===== config.mk =====
export PLATFORM = sky130hd
export DESIGN_NAME = tlu_emulator
export DESIGN_NICKNAME = d
export VERILOG_FILES = /design/src/rtl/tlu_emulator.sv
export SDC_FILE = /design/constraint.sdc
export NUM_CORES = 1
export LEC_CHECK = 0
export CAP_MARGIN = 20
export CORE_UTILIZATION = 48
export DETAILED_ROUTE_END_ITERATION = 10
export DONT_BUFFER_PORTS = 1
export PLACE_DENSITY = 0.72
export SLEW_MARGIN = 10
export SYNTH_ARGS = -nofsm -noshare
export SYNTH_HDL_FRONTEND = slang
export SYNTH_SLANG_ARGS = --single-unit

===== constraint.sdc =====
create_clock -name CLK -period 4.6 [get_ports CLK]
set_input_delay 0.92 -clock CLK [delete_from_list [all_inputs] [get_ports CLK]]
set_output_delay 0.92 -clock CLK [all_outputs]
set_load 0.01 [all_outputs]

===== src/rtl/tlu_emulator.sv =====
// ---------------------------------------------------------------------------
// tlu_emulator
//   Emulates an EUDAQ-style Trigger Logic Unit towards a device under test.
//   A request pulse starts one trigger cycle in one of three modes:
//     simple         : fixed-width TRIGGER pulse, BUSY ignored
//     handshake      : TRIGGER until BUSY rises, done when BUSY falls
//     data handshake : as handshake, plus the trigger number is shifted out
//                      LSB first on TRIGGER, one bit per TLU_CLOCK rising edge
//   BUSY and TLU_CLOCK come from another clock domain and are synchronised.
//
// Ports
//   CLK, RST_B    : system clock (rising edge), async active-low reset
//   EN            : accept trigger requests
//   MODE[1:0]     : 0 simple, 1 handshake, 2/3 data handshake (sampled in IDLE)
//   TRIG_REQ      : single-cycle trigger request
//   BUSY          : asynchronous busy from the DUT
//   TLU_CLOCK     : asynchronous shift clock from the DUT
//   CLR_ERR       : clears TIMEOUT_ERR and MISSED_CNT
//   TRIGGER       : trigger / serial trigger-number line
//   READY         : high while idle
//   TRIG_CNT      : number of the next trigger to send
//   MISSED_CNT    : saturating count of dropped requests
//   TIMEOUT_ERR   : sticky handshake timeout flag
// ---------------------------------------------------------------------------
module tlu_emulator #(
  parameter int TRIG_BITS = 15,
  parameter int TRIG_LEN  = 4,
  parameter int TIMEOUT   = 1023
) (
  input  logic                 CLK,
  input  logic                 RST_B,
  input  logic                 EN,
  input  logic [1:0]           MODE,
  input  logic                 TRIG_REQ,
  input  logic                 BUSY,
  input  logic                 TLU_CLOCK,
  input  logic                 CLR_ERR,
  output logic                 TRIGGER,
  output logic                 READY,
  output logic [TRIG_BITS-1:0] TRIG_CNT,
  output logic [7:0]           MISSED_CNT,
  output logic                 TIMEOUT_ERR
);

  // The state counter doubles as the simple-mode pulse-length counter, so it
  // must be wide enough for whichever of the two limits is larger.
  localparam int TMO_MAX = (TIMEOUT > TRIG_LEN) ? TIMEOUT : TRIG_LEN;
  localparam int TW      = $clog2(TMO_MAX + 1);
  localparam int BW      = $clog2(TRIG_BITS + 1);

  localparam logic [2:0] S_IDLE      = 3'd0;
  localparam logic [2:0] S_TRIG      = 3'd1;
  localparam logic [2:0] S_WAIT_BUSY = 3'd2;
  localparam logic [2:0] S_SHIFT     = 3'd3;
  localparam logic [2:0] S_WAIT_IDLE = 3'd4;

  logic [2:0]           state_q, state_d;
  logic                 trigger_q, trigger_d;
  logic [TRIG_BITS-1:0] shift_q, shift_d;
  logic [BW-1:0]        bitcnt_q, bitcnt_d;
  logic [TW-1:0]        tmo_q, tmo_d;
  logic [1:0]           mode_q, mode_d;
  logic [TRIG_BITS-1:0] cnt_q, cnt_d;
  logic [7:0]           missed_q, missed_d;
  logic                 err_q, err_d;

  logic                 busy_meta_q, busy_s_q;
  logic                 clk_meta_q, clk_s_q, clk_prev_q;

  logic [TW-1:0]        tmo_inc;
  logic                 tmo_hit;
  logic                 clk_edge;
  logic                 accept;
  logic                 err_set;

  // Two-flop synchronisers for the DUT-side signals plus a history flop on the
  // shift clock; a TLU_CLOCK edge is acted on three CLK cycles after the pin.
  always_ff @(posedge CLK or negedge RST_B) begin
    if (!RST_B) begin
      busy_meta_q <= 1'b0;
      busy_s_q    <= 1'b0;
      clk_meta_q  <= 1'b0;
      clk_s_q     <= 1'b0;
      clk_prev_q  <= 1'b0;
    end else begin
      busy_meta_q <= BUSY;
      busy_s_q    <= busy_meta_q;
      clk_meta_q  <= TLU_CLOCK;
      clk_s_q     <= clk_meta_q;
      clk_prev_q  <= clk_s_q;
    end
  end

  assign clk_edge = clk_s_q & ~clk_prev_q;
  assign tmo_inc  = tmo_q + 1'b1;
  assign tmo_hit  = (tmo_inc == TW'(TIMEOUT));

  // Trigger sequencer. TRIGGER is registered, so every value chosen here
  // appears on the pin one cycle later. The timeout counter is zeroed on
  // every state change and counts only in the states that wait on the DUT.
  always_comb begin
    state_d   = state_q;
    trigger_d = trigger_q;
    shift_d   = shift_q;
    bitcnt_d  = bitcnt_q;
    tmo_d     = tmo_q;
    mode_d    = mode_q;
    cnt_d     = cnt_q;
    accept    = 1'b0;
    err_set   = 1'b0;

    case (state_q)
      S_IDLE: begin
        trigger_d = 1'b0;
        if (TRIG_REQ && EN) begin
          accept   = 1'b1;
          shift_d  = cnt_q;
          mode_d   = MODE;
          bitcnt_d = '0;
          tmo_d    = '0;
          state_d  = S_TRIG;
        end
      end

      S_TRIG: begin
        if (mode_q == 2'd0) begin
          // Simple mode: the pulse is high for TRIG_LEN cycles, BUSY unused.
          if (tmo_q == TW'(TRIG_LEN)) begin
            trigger_d = 1'b0;
            cnt_d     = cnt_q + 1'b1;
            tmo_d     = '0;
            state_d   = S_IDLE;
          end else begin
            trigger_d = 1'b1;
            tmo_d     = tmo_inc;
          end
        end else if (busy_s_q) begin
          trigger_d = 1'b0;
          tmo_d     = '0;
          state_d   = mode_q[1] ? S_SHIFT : S_WAIT_IDLE;
        end else if (tmo_hit) begin
          // BUSY never arrived, so this trigger does not count.
          trigger_d = 1'b0;
          err_set   = 1'b1;
          tmo_d     = '0;
          state_d   = S_IDLE;
        end else begin
          trigger_d = 1'b1;
          tmo_d     = tmo_inc;
        end
      end

      S_SHIFT: begin
        if (!busy_s_q) begin
          // The DUT may end the handshake before every bit has been shifted.
          trigger_d = 1'b0;
          cnt_d     = cnt_q + 1'b1;
          tmo_d     = '0;
          state_d   = S_IDLE;
        end else if (tmo_hit) begin
          trigger_d = 1'b0;
          err_set   = 1'b1;
          cnt_d     = cnt_q + 1'b1;
          tmo_d     = '0;
          state_d   = S_IDLE;
        end else begin
          tmo_d = tmo_inc;
          if (clk_edge) begin
            if (bitcnt_q < BW'(TRIG_BITS)) begin
              trigger_d = shift_q[0];
              shift_d   = shift_q >> 1;
              bitcnt_d  = bitcnt_q + 1'b1;
            end else begin
              // One extra edge after the last bit releases the line.
              trigger_d = 1'b0;
              tmo_d     = '0;
              state_d   = S_WAIT_IDLE;
            end
          end
        end
      end

      S_WAIT_IDLE: begin
        trigger_d = 1'b0;
        if (!busy_s_q) begin
          cnt_d   = cnt_q + 1'b1;
          tmo_d   = '0;
          state_d = S_IDLE;
        end else if (tmo_hit) begin
          err_set = 1'b1;
          cnt_d   = cnt_q + 1'b1;
          tmo_d   = '0;
          state_d = S_IDLE;
        end else begin
          tmo_d = tmo_inc;
        end
      end

      // S_WAIT_BUSY is reserved (TRIG itself waits for BUSY); it and any
      // illegal encoding fall back to idle.
      S_WAIT_BUSY: begin
        trigger_d = 1'b0;
        tmo_d     = '0;
        state_d   = S_IDLE;
      end

      default: begin
        trigger_d = 1'b0;
        tmo_d     = '0;
        state_d   = S_IDLE;
      end
    endcase
  end

  // Error bookkeeping. A clear request beats a simultaneous timeout or a
  // simultaneous dropped request.
  always_comb begin
    err_d    = err_q;
    missed_d = missed_q;
    if (CLR_ERR) begin
      err_d    = 1'b0;
      missed_d = '0;
    end else begin
      if (err_set) begin
        err_d = 1'b1;
      end
      if (TRIG_REQ && !accept && (missed_q != 8'hFF)) begin
        missed_d = missed_q + 1'b1;
      end
    end
  end

  // State and datapath registers; reset abandons any trigger in flight.
  always_ff @(posedge CLK or negedge RST_B) begin
    if (!RST_B) begin
      state_q   <= S_IDLE;
      trigger_q <= 1'b0;
      shift_q   <= '0;
      bitcnt_q  <= '0;
      tmo_q     <= '0;
      mode_q    <= 2'd0;
      cnt_q     <= '0;
      missed_q  <= '0;
      err_q     <= 1'b0;
    end else begin
      state_q   <= state_d;
      trigger_q <= trigger_d;
      shift_q   <= shift_d;
      bitcnt_q  <= bitcnt_d;
      tmo_q     <= tmo_d;
      mode_q    <= mode_d;
      cnt_q     <= cnt_d;
      missed_q  <= missed_d;
      err_q     <= err_d;
    end
  end

  assign TRIGGER     = trigger_q;
  assign READY       = (state_q == S_IDLE);
  assign TRIG_CNT    = cnt_q;
  assign MISSED_CNT  = missed_q;
  assign TIMEOUT_ERR = err_q;

endmodule

[Word level (Yosys, flattened, before mapping)]
Cells that the tools add are included.
W data, S select, Z words.
Storage, ports and cells
  bits of input ports: 9
  output and inout port bits: 26
  register bits after elaboration: 64
Operators by class
  bitwise gates (word level): 2
  multiplexer cells: 60
  equality and inequality tests: 17
  $add $sub $neg: 4
  magnitude comparators: 1
  reduce and logical (&&, ||, !) cells: 15
Operators by type and width (number)
  $mux W15: 9
  $mux W10: 10
  $pmux W15 S2: 2
  $pmux W10 S4: 1
  $mux W3: 11
  $mux W4: 5
  $mux W1: 16
  $mux W8: 2
  $add A15 B1 Y15 const B: 1
  $ne A2 B2 Y1 const B: 6
  $pmux W3 S4: 1
  $add A10 B1 Y10 const B: 1
  $eq A10 B10 Y1 const B: 1
  $eq A10 B3 Y1 const B: 1
  $add A8 B1 Y8 const B: 1
  $ne A4 B4 Y1 const B: 2
  $ne A8 B8 Y1 const B: 1
  $pmux W4 S2: 1
  $reduce_and A4 Y1: 2
  $reduce_bool A2 Y1: 4
  $reduce_and A6 Y1: 1
  $add A4 B1 Y4 const B: 1
  $lt A4 B4 Y1 const B: 1
  $pmux W1 S2: 2
  14 further kinds: 16

[Longest topological paths before layout]
Gate-level depths: netlist of run 1.
  depth after elaboration: 8
  depth in mapped cells: 10
  gate-level depth less buffers: 8

[Least setup slack after synthesis of run 1]
OpenSTA, ideal clock, no wires.
  path type: register to register
  from: reg tmo_q[0]
  to: reg shift_q[10]
  cell stages (with the launch flop): 10
  slack: 2.177 ns
  arrival: 2.298 ns
  buffers on the path: 2
  period minus slack after synthesis: 2.423 ns
  cells stage by stage: dfrtp_1 ha_1 and2_1 a32o_1 a32o_2 a211oi_4 a21o_1 buf_6 buf_12 mux2_4
On the way
  word-level cells in the longest chain between the ends: 4
RTL lines
  start, declared: RTL line 61  | logic [TW-1:0] tmo_q, tmo_d;
  start signal, assigned: RTL line 250  | tmo_q <= tmo_d;
  $add A10 B1 Y10: RTL line 95  | assign tmo_inc = tmo_q + 1'b1;
  $eq A10 B10 Y1: RTL line 96  | assign tmo_hit = (tmo_inc == TW'(TIMEOUT));
  $ne A2 B2 Y1 (no source line)
  $reduce_and A6 Y1 (no source line)
  end signal, assigned: RTL line 248  | shift_q <= shift_d;
  end, declared: RTL line 59  | logic [TRIG_BITS-1:0] shift_q, shift_d;
No other way between the ends.
A chain may end at the register's enable or synchronous reset.

[Worst setup path in the final report of run 1]
  from: reg tmo_q[0]
  to: reg shift_q[3]
Same word-level chain as after synthesis.

==> metrics, run 1 <==
nets 350; worst slew pin tran 0.786 ns; Fin Clk Skew 0.0154 ns; fin crit period around 3 ns; Crit Path Category flop to flop; Starting Density 49.3%; Critical Path Fanout Max 17; Fin. Hold Viols 0; sum of negative setup slack 0 ns; root buffer cell clkbuf_8; Final Setup Violations 0; worst setup margin between 1.5 and 2 ns; CTS Buf Count 9; core footprint 0.00676 mm2; drt pass-1 iters 4; Yosys cell types 50; Post-DRT Antenna Nets 0; row count 30; DP Wirelength 4530 um; fin. max-slew vios 0; Worst Hold Class input pin to async pin; syn nets 350; leakage about 1.7 nW; Peak Freq around 0.33 GHz; max-cap violation count 0; area of placed instances 0.00334 mm2; clk_lat worst skew 0.35 ns; Post-CTS Hold Buffers 0; Setup crit end kind flop; final instance area 0.00355 mm2; first-pass GRT wire length roughly 11000 um; RSZ-0062 raised after global routing false; ant diodes 0; Seq cells post-synth 64; Slew headroom 47.6%; GRT Total Usage 20.0%; DR WL/cell approximately 16 um; Sink Count 64; Clock transition at path regs 0.08 ns; Worst Path Required 4.83 ns; DR vias/cell 5.90; Vias 2480; largest net degree at the start of global routing 65; Post-Place Setup Slack 1.61 ns; io pins 35; die height roughly 85 um; area delta synth->final 6.64%; global route overflow 0; CTS tree done; Power Dens Cells 480 mW/mm2; port bufs 0; Die W 85.3 um; initial antenna violation count 0; share of post-route cells with drive strength above 1 12.4%; Max rail drop VDD 0.304 mV; # resized after CTS 0; DRC errors left 0; Syn Inst Count around 340; mapped cell area 0.00333 mm2; post-CTS setup buffers 0; Worst setup SP type flop; final RePlAce weighted congestion 0.870; Post-Synthesis Mean Instance Area 9.95 um2; clock tree buffer depth 2; register area share after synthesis 48.0%; WP data arrival 3.23 ns; status finished, final reports clean; Die Area 0.00728 mm2; Total Wirelength 6740 um; CTS H-Tree Depth 3; Period Utilization, post-route about two thirds; hold_ws 0.258 ns; vias in the first global route 2414; Iteration-0 DRC Markers between 150 and 200; synth warn 0
## where the power goes
group	internal [mW]	switching, mW
clock network	0.264	0.218
logic	0.192	0.267
registers	0.646	0.118
## worst max-delay path, stage by stage, from the launching register on
cell	delay [ns]
dfrtp_1	0.42
ha_1	0.29
and2_1	0.21
a32o_1	0.21
a32o_2	0.27
a211oi_4	0.37
a21o_1	0.70
mux2_2	0.42
## Yosys cell counts (all sizes together)
| library cell | count | area [um2] |
|---|---|---|
| o22ai | 1 | 6.26 |
| a41o | 1 | 10.0 |
| clkbuf | 5 | 18.8 |
| mux2i | 2 | 20.0 |
| a21o | 3 | 23.8 |
| nand2b | 6 | 37.5 |
| buf | 8 | 72.6 |
| nor4 | 7 | 43.8 |
| a22o | 3 | 26.3 |
| a311oi | 1 | 8.76 |
| dfrtp | 64 | 1600 |
| xnor2 | 7 | 61.3 |
| a2bb2oi | 1 | 8.76 |
| ha | 6 | 75.1 |
| nor2b | 5 | 31.3 |
| or3 | 4 | 25.0 |
| and3 | 6 | 42.5 |
| nand3b | 1 | 7.51 |
| or3b | 1 | 8.76 |
| o22a | 2 | 17.5 |
| and2 | 4 | 25.0 |
| o31ai | 1 | 7.51 |
| inv | 11 | 41.3 |
| o211ai | 2 | 15.0 |
| nand2 | 57 | 214 |
| nand3 | 13 | 65.1 |
| a41oi | 1 | 8.76 |
| nor3 | 7 | 35.0 |
| nand4 | 5 | 31.3 |
| and4 | 2 | 17.5 |
| o21ai | 9 | 45.0 |
| a31oi | 11 | 68.8 |
| a21oi | 15 | 75.1 |
| o221a | 1 | 11.3 |
| a2111oi | 1 | 8.76 |
| mux2 | 17 | 218 |
| a31o | 2 | 17.5 |
| a211oi | 2 | 27.5 |
| and3b | 2 | 17.5 |
| nor2 | 20 | 75.1 |
| a32o | 2 | 21.3 |
| xor2 | 16 | 140 |
## flip-flops by register name (all words and copies together) (netlist names)
name / cells
TRIG_CNT: 15
state_q: 3
mode_q: 2
MISSED_CNT: 8
clk_meta_q: 1
shift_q: 15
clk_s_q: 1
busy_meta_q: 1
bitcnt_q: 4
busy_s_q: 1
tmo_q: 10
TIMEOUT_ERR: 1
clk_prev_q: 1
TRIGGER: 1
## metrics by stage
step / instances / util, % / power, mW
finish: 420 / 52.6 / 1.71
global route: 420 / 52.6 / 1.81
CTS: 418 / 52.4 / 1.70
detailed placement: 402 / 49.5 / 1.21
global placement: 402 / 49.5 / 1.20
floorplan: 335 / - / 1.13
## cell families (layout without fill, tap and decap cells)
group / after synthesis / after routing / synth area share [%]
multiplexers: 19 / 19 / 7.13
XOR/XNOR: 23 / 23 / 6.04
buffers and inverters: 24 / 29 / 3.98
AND/OR/NAND/NOR: 140 / 140 / 20.3
adder cells (fa/ha/maj): 6 / 6 / 2.25
AO/OA/AOI/OAI: 59 / 59 / 12.2
flip-flops: 64 / 64 / 48.0
## path summary, 6_finish.rpt
check                      slack (ns)        from           to  depth (start not counted)
max in group asynchronous        4.22       RST_B    mode_q[1]                          0
max reg2reg                      1.59    tmo_q[0]   shift_q[3]                          7
min                              0.26       RST_B  TRIG_CNT[5]                          0
min in group CLK                 0.36  clk_meta_q      clk_s_q                          0
min reg2reg                      0.36  clk_meta_q      clk_s_q                          0
max                              1.59    tmo_q[0]   shift_q[3]                          7
## cells in the final DEF, fill, tap and decap left out, types with 7 or more instances in the layout
cell type	netlist	routed
dfrtp_1	64	64
nand2_1	57	57
nor2_1	20	20
xor2_1	16	16
a21oi_1	15	15
nand3_1	13	13
inv_1	11	11
a31oi_1	11	11
mux2_2	10	10
clkbuf_8	0	10
o21ai_0	9	9
xnor2_1	7	7
mux2_4	7	7
nor4_1	7	7
nor3_1	7	7
## routing by layer
layer	GRT usage [%]	part of all wire, %
met1	25.6	45
met2	31.4	47
met3	5.84	4.9
met4	9.85	2.2
met5	0	0
## layout make-up
cell class,count,area (um2)
Tap cell,80,100
Inverter,11,41.3
Fill cell,608,3200
Timing Repair Buffer,2,15.0
Multi-Input combinational cell,247,1600
Sequential cell,64,1600
Clock buffer,11,141
Clock inverter,5,56.3
Power figures use the tool's default switching activity.
==> run 2, diff against run 1 <==
==> constraint.sdc (replaced) <==
create_clock -name CLK -period 2.9 [get_ports CLK]
set_input_delay 0.58 -clock CLK [delete_from_list [all_inputs] [get_ports CLK]]
set_output_delay 0.58 -clock CLK [all_outputs]
set_load 0.01 [all_outputs]
==> metrics, run 2 (synthesis results as in run 1) <==
clk_lat worst skew 0.34 ns (about the same); largest net degree at the start of global routing 65 (unchanged); Starting Density 49.3% (unchanged); most frequent cells in the layout dfrtp_1 (64), nand2_1 (57), nor2_1 (20); power share of the clock group 25.7% (-2.6 points); Clock transition at path regs 0.07 ns (about the same); Switching Fraction 35.7% (+0.35 points); Total Wirelength 6430 um (-4.6%); sequential fraction of design power 46.1% (+1.3 points); max-cap violation count 0 (unchanged); initial antenna violation count 0 (unchanged); combinational share of power 28.2% (+1.3 points); ant diodes 0 (unchanged); share of post-route cells with drive strength above 1 13.4% (+1.0 points); io pins 35 (unchanged); global route overflow 0 (unchanged); Iteration-0 DRC Markers 161 (-18%); row count 30 (unchanged); sum of negative setup slack 0 ns (unchanged); Die W 85.3 um (unchanged); vias in the first global route 2299 (-4.8%); area delta synth->final 7.62%; fin crit period 2.64 ns (-0.367 ns); Crit Path Category flop to flop; core footprint 0.00676 mm2 (unchanged); DP Cell Count 408 (+1.5%); DR WL/cell 15.2 um (-5.5%); Peak Freq 0.379 GHz (+14%); CTS tree done; Vias 2449 (-1.3%); final instance area 0.00359 mm2 (+0.92%); most common library cell in the layout ignoring fill and taps dfrtp_1; clock tree buffer depth 2 (unchanged); Fin. Hold Viols 0 (unchanged); Fillers 603 (-0.82%); nets 355 (+1.4%); Layout Cells excl Fill 424 (+0.95%); port bufs 0 (unchanged); worst setup margin 0.259 ns (-1.33 ns); root buffer cell clkbuf_8; RSZ-0062 raised after global routing false; final RePlAce weighted congestion 0.873 (+0.41%); Final Setup Violations 0 (unchanged); WP data arrival 2.87 ns (-0.36 ns); worst-path cell chain ha_1, and2_1, a32o_1, a32o_2, a211oi_4, a21o_1, buf_4, mux2_2; Period Utilization, post-route 91.1% (+26 points); multi-input logic area 0.00160 mm2 (unchanged); status finished, final reports clean; Post-DRT Antenna Nets 0 (unchanged); DR vias/cell 5.78 (-2.2%); Sink Count 64 (unchanged); Die Area 0.00728 mm2 (unchanged); fin. max-slew vios 0 (unchanged); Sw Pwr 0.941 mW (+56%); post-CTS setup buffers 0 (unchanged); Power Dens Cells 735 mW/mm2 (+53%); Worst Hold Class input pin to async pin; Worst Path Required 3.13 ns (-1.70 ns); Slew headroom 70.0% (+22 points); worst slew pin tran 0.438 ns (-0.347 ns); die height 85.3 um (unchanged); Post-Place Setup Slack 0.266 ns (-1.34 ns); sequential cell area 0.00160 mm2 (unchanged); Power Internal 1.69 mW (+54%); hold_ws 0.0987 ns (-0.159 ns); Setup crit end kind flop; Crit-path slowest cell dfrtp_1; CTS Buf Count 9 (unchanged); crit-path max cell delay 0.42 ns (-0.28 ns); drt pass-1 iters 4 (unchanged); Worst setup SP type flop; DRC errors left 0 (unchanged); GRT Total Usage 19.4% (-0.66 points); CTS H-Tree Depth 3 (unchanged); DP Wirelength 4420 um (-2.4%); area of placed instances 0.00339 mm2 (+1.3%); leakage 1.71 nW (+1.3%); Critical Path Fanout Max 17 (unchanged); Max rail drop VDD 0.590 mV (+94%); Fin Clk Skew 0.00589 ns (-0.00951 ns); first-pass GRT wire length 10900 um (-3.4%)
## run 2: layer usage
metal	share of wire (%)	GRT usage, %	vias up	routed length, um
met5	0	0	-	0
met4	1.7	7.73	0	107
met3	5.1	5.84	13	328
met2	46	28.9	67	2950
met1	47	26.6	1172	3040
li1	-	-	1197	-
## run 2: final timing paths
check | from | end | slack [ns] | cells past startpoint
setup / recovery | tmo_q[0] | shift_q[2] | 0.26 | 8
hold / removal | RST_B | TRIG_CNT[6] | 0.1 | 1
setup reg to reg | tmo_q[0] | shift_q[2] | 0.26 | 8
hold reg to reg | busy_meta_q | busy_s_q | 0.35 | 0
max in group asynchronous | RST_B | MISSED_CNT[6] | 2.53 | 1
min in group CLK | BUSY | busy_meta_q | 0.26 | 0
## run 2: final cells by class
type	instances	area share, %
Clock inverter	3	0.488
Sequential cell	64	44.6
Multi-Input combinational cell	247	44.6
Tap cell	80	2.79
Clock buffer	12	4.33
Timing Repair Buffer	7	2.02
Inverter	11	1.15
## run 2: power groups by stage
stage	logic, mW	clock network (mW)	registers, mW
final	0.743	0.678	1.21
after global routing	0.828	0.727	1.24
after CTS	0.745	0.697	1.21
after detailed placement	0.720	0	1.22
after global placement	0.707	0	1.21
after floorplan	0.647	0	1.15
## run 2: critical path: cells and delay by family, from the launching register on
kind                       cells  cell delay, ns
and+or+nand+nor                1            0.21
DFF                            1            0.42
buffers and inverters          1            0.26
adders and majority gates      1            0.29
AOI/OAI and AO/OA              4            0.97
muxes                          1            0.37
## run 2: timing repair
item                                   in CTS  in global routing
endpoints found under the hold margin      64                  0
resized for setup                           0                  0
hold buffers                                1                  0
## run 2: stage by stage
stage               utilization (%)  total power [mW]
floorplan                         -              1.80
global placement               50.1              1.92
detailed placement             50.1              1.94
CTS                            53.1              2.65
global route                   53.1              2.79
finish                         53.1              2.63
==> run 3, diff against run 2 <==
--- a/config.mk
+++ b/config.mk
@@ -9,7 +9,7 @@
 export CORE_UTILIZATION = 48
 export DETAILED_ROUTE_END_ITERATION = 10
 export DONT_BUFFER_PORTS = 1
-export PLACE_DENSITY = 0.72
+export PLACE_DENSITY = 0.65
 export SLEW_MARGIN = 10
 export SYNTH_ARGS = -nofsm -noshare
 export SYNTH_HDL_FRONTEND = slang
==> constraint.sdc (replaced) <==
create_clock -name CLK -period 2.4 [get_ports CLK]
set_input_delay 0.48 -clock CLK [delete_from_list [all_inputs] [get_ports CLK]]
set_output_delay 0.48 -clock CLK [all_outputs]
set_load 0.01 [all_outputs]
==> metrics, run 3 (synthesis results as in run 1) <==
r2r setup slk 0.06 ns (-0.20 ns); Iteration-0 DRC Markers 138 (-14%); DRC errors left 0 (unchanged); area delta synth->final 12.3%; area of placed instances 0.00345 mm2 (+1.9%); WP data arrival 2.58 ns (-0.29 ns); Worst Setup SP tmo_q[0]; CTS H-Tree Depth 3 (unchanged); Total Wirelength 6950 um (+7.9%); Fin. Hold Viols 0 (unchanged); vias in the first global route 2366 (+2.9%); Period Utilization, post-route 97.5% (+6.4 points); hold wc startpoint TLU_CLOCK; CTS Buf Count 9 (unchanged); R2R cell count 8 (unchanged); io pins 35 (unchanged); Max rail drop VDD 0.481 mV (-18%); leakage 1.79 nW (+4.5%); Hold EP clk_meta_q; Fillers 611 (+1.3%); root buffer cell clkbuf_8; Critical Path Fanout Max 8 (-9); DR vias/cell 5.73 (-0.86%); fin crit period 2.34 ns (-0.301 ns); row count 30 (unchanged); Starting Density 49.3% (unchanged); Slew headroom 72.5% (+2.5 points); RSZ-0062 raised after global routing true; Die Area 0.00728 mm2 (unchanged); worst slew pin tran 0.409 ns (-0.0291 ns); port bufs 0 (unchanged); max-cap violation count 0 (unchanged); share of post-route cells with drive strength above 1 17.3% (+3.9 points); drt pass-1 iters 4 (unchanged); hold path cells 0; final RePlAce weighted congestion 0.829 (-5.1%); Peak Freq 0.427 GHz (+13%); clk_lat worst skew 0.36 ns (+0.02 ns); most frequent cells in the layout dfrtp_1 (64), nand2_1 (57), nor2_1 (20); CTS tree done; Power Dens Cells 899 mW/mm2 (+22%); Worst Hold Class input pin to flop; global route overflow 0 (unchanged); ant diodes 0 (unchanged); Die W 85.3 um (unchanged); DR WL/cell 15.9 um (+4.5%); clock tree buffer depth 2 (unchanged); most common library cell in the layout ignoring fill and taps dfrtp_1; Sink Count 64 (unchanged); GRT Total Usage 20.4% (+0.98 points); Clock transition at path regs 0.08 ns (about the same); fin. max-slew vios 0 (unchanged); Worst Path Required 2.64 ns (-0.49 ns); Fin Clk Skew 0.0135 ns (+0.00766 ns); DP Wirelength 4610 um (+4.4%); initial antenna violation count 0 (unchanged); final instance area 0.00374 mm2 (+4.4%); nets 368 (+3.7%); largest net degree at the start of global routing 65 (unchanged); Vias 2508 (+2.4%); Reg-to-Reg End shift_q[8]; Crit Path Category flop to flop; Post-DRT Antenna Nets 0 (unchanged); worst reg2reg startpoint tmo_q[0]; core footprint 0.00676 mm2 (unchanged); first-pass GRT wire length 11400 um (+4.7%); sum of negative setup slack 0 ns (unchanged); die height 85.3 um (unchanged); status finished, final reports clean; Final Setup Violations 0 (unchanged); Setup crit end kind flop; Worst setup SP type flop
-- run 3: cell types whose count changed in the layout (fill, tap and decap cells not counted), moves of 2 or more --
cell        before  now
clkinvlp_4       1    3
inv_6            0    3
buf_12           0    2
clkbuf_8        11    9
buf_4            6   14
-- run 3: final cells by class --
| cell class | instances | area, um2 | area share (%) |
|---|---|---|---|
| Inverter | 11 | 41.3 | 1.10 |
| Clock buffer | 9 | 124 | 3.31 |
| Clock inverter | 7 | 53.8 | 1.44 |
| Sequential cell | 64 | 1600 | 42.8 |
| Multi-Input combinational cell | 247 | 1600 | 42.8 |
| Tap cell | 80 | 100 | 2.67 |
| Timing Repair Buffer | 20 | 219 | 5.85 |
-- run 3: through the flow --
step                hold WS (ns)  worst slack [ns]  power, mW  std cells  util, %
global placement           0.186             0.111       2.40        413     51.1
finish                     0.148            0.0602       3.36        438     55.4
CTS                        0.130            0.0503       3.31        431     54.3
floorplan                  0.184           0.00332       2.17        335        -
global route               0.123           -0.0113       3.58        438     55.4
detailed placement         0.187            0.0612       2.42        413     51.1
-- run 3: power breakdown --
group | total [mW] | switching, mW | internal, mW
Combinational | 1.07 | 0.575 | 0.494
Sequential | 1.45 | 0.209 | 1.24
Clock | 0.849 | 0.467 | 0.382
-- run 3: routing by layer --
metal / wire length, um / part of all wire [%] / global-route usage (%) / vias to the layer above
li1: - / - / - / 1221
met1: 3280 / 47 / 28.4 / 1211
met2: 3210 / 46 / 29.6 / 63
met5: 0 / 0 / 0 / -
met4: 127 / 1.8 / 9.39 / 0
met3: 334 / 4.8 / 5.54 / 13
-- run 3: worst max-delay path by stage --
stage,endpoint,slack (ns)
detailed placement,shift_q[1],0.06
floorplan,shift_q[10],0.003
global route,shift_q[8],-0.01
finish,shift_q[8],0.06
global placement,shift_q[2],0.11
CTS,shift_q[1],0.05
-- run 3: what timing repair did --
action                                  CTS  global route
resized for setup                         0             2
hold endpoints to repair                 64             0
setup buffers                             0             6
hold buffers                              2             0
endpoints found under the setup margin    0            14
-- run 3: critical path, stage by stage, from the launching register on --
cell and delay [ns]:
dfrtp_1 0.41, ha_2 0.21, and2_4 0.17, a32o_1 0.20, a32o_2 0.27, a211oi_4 0.23, a21o_1 0.24, clkbuf_16 0.20
mux2_4 0.29
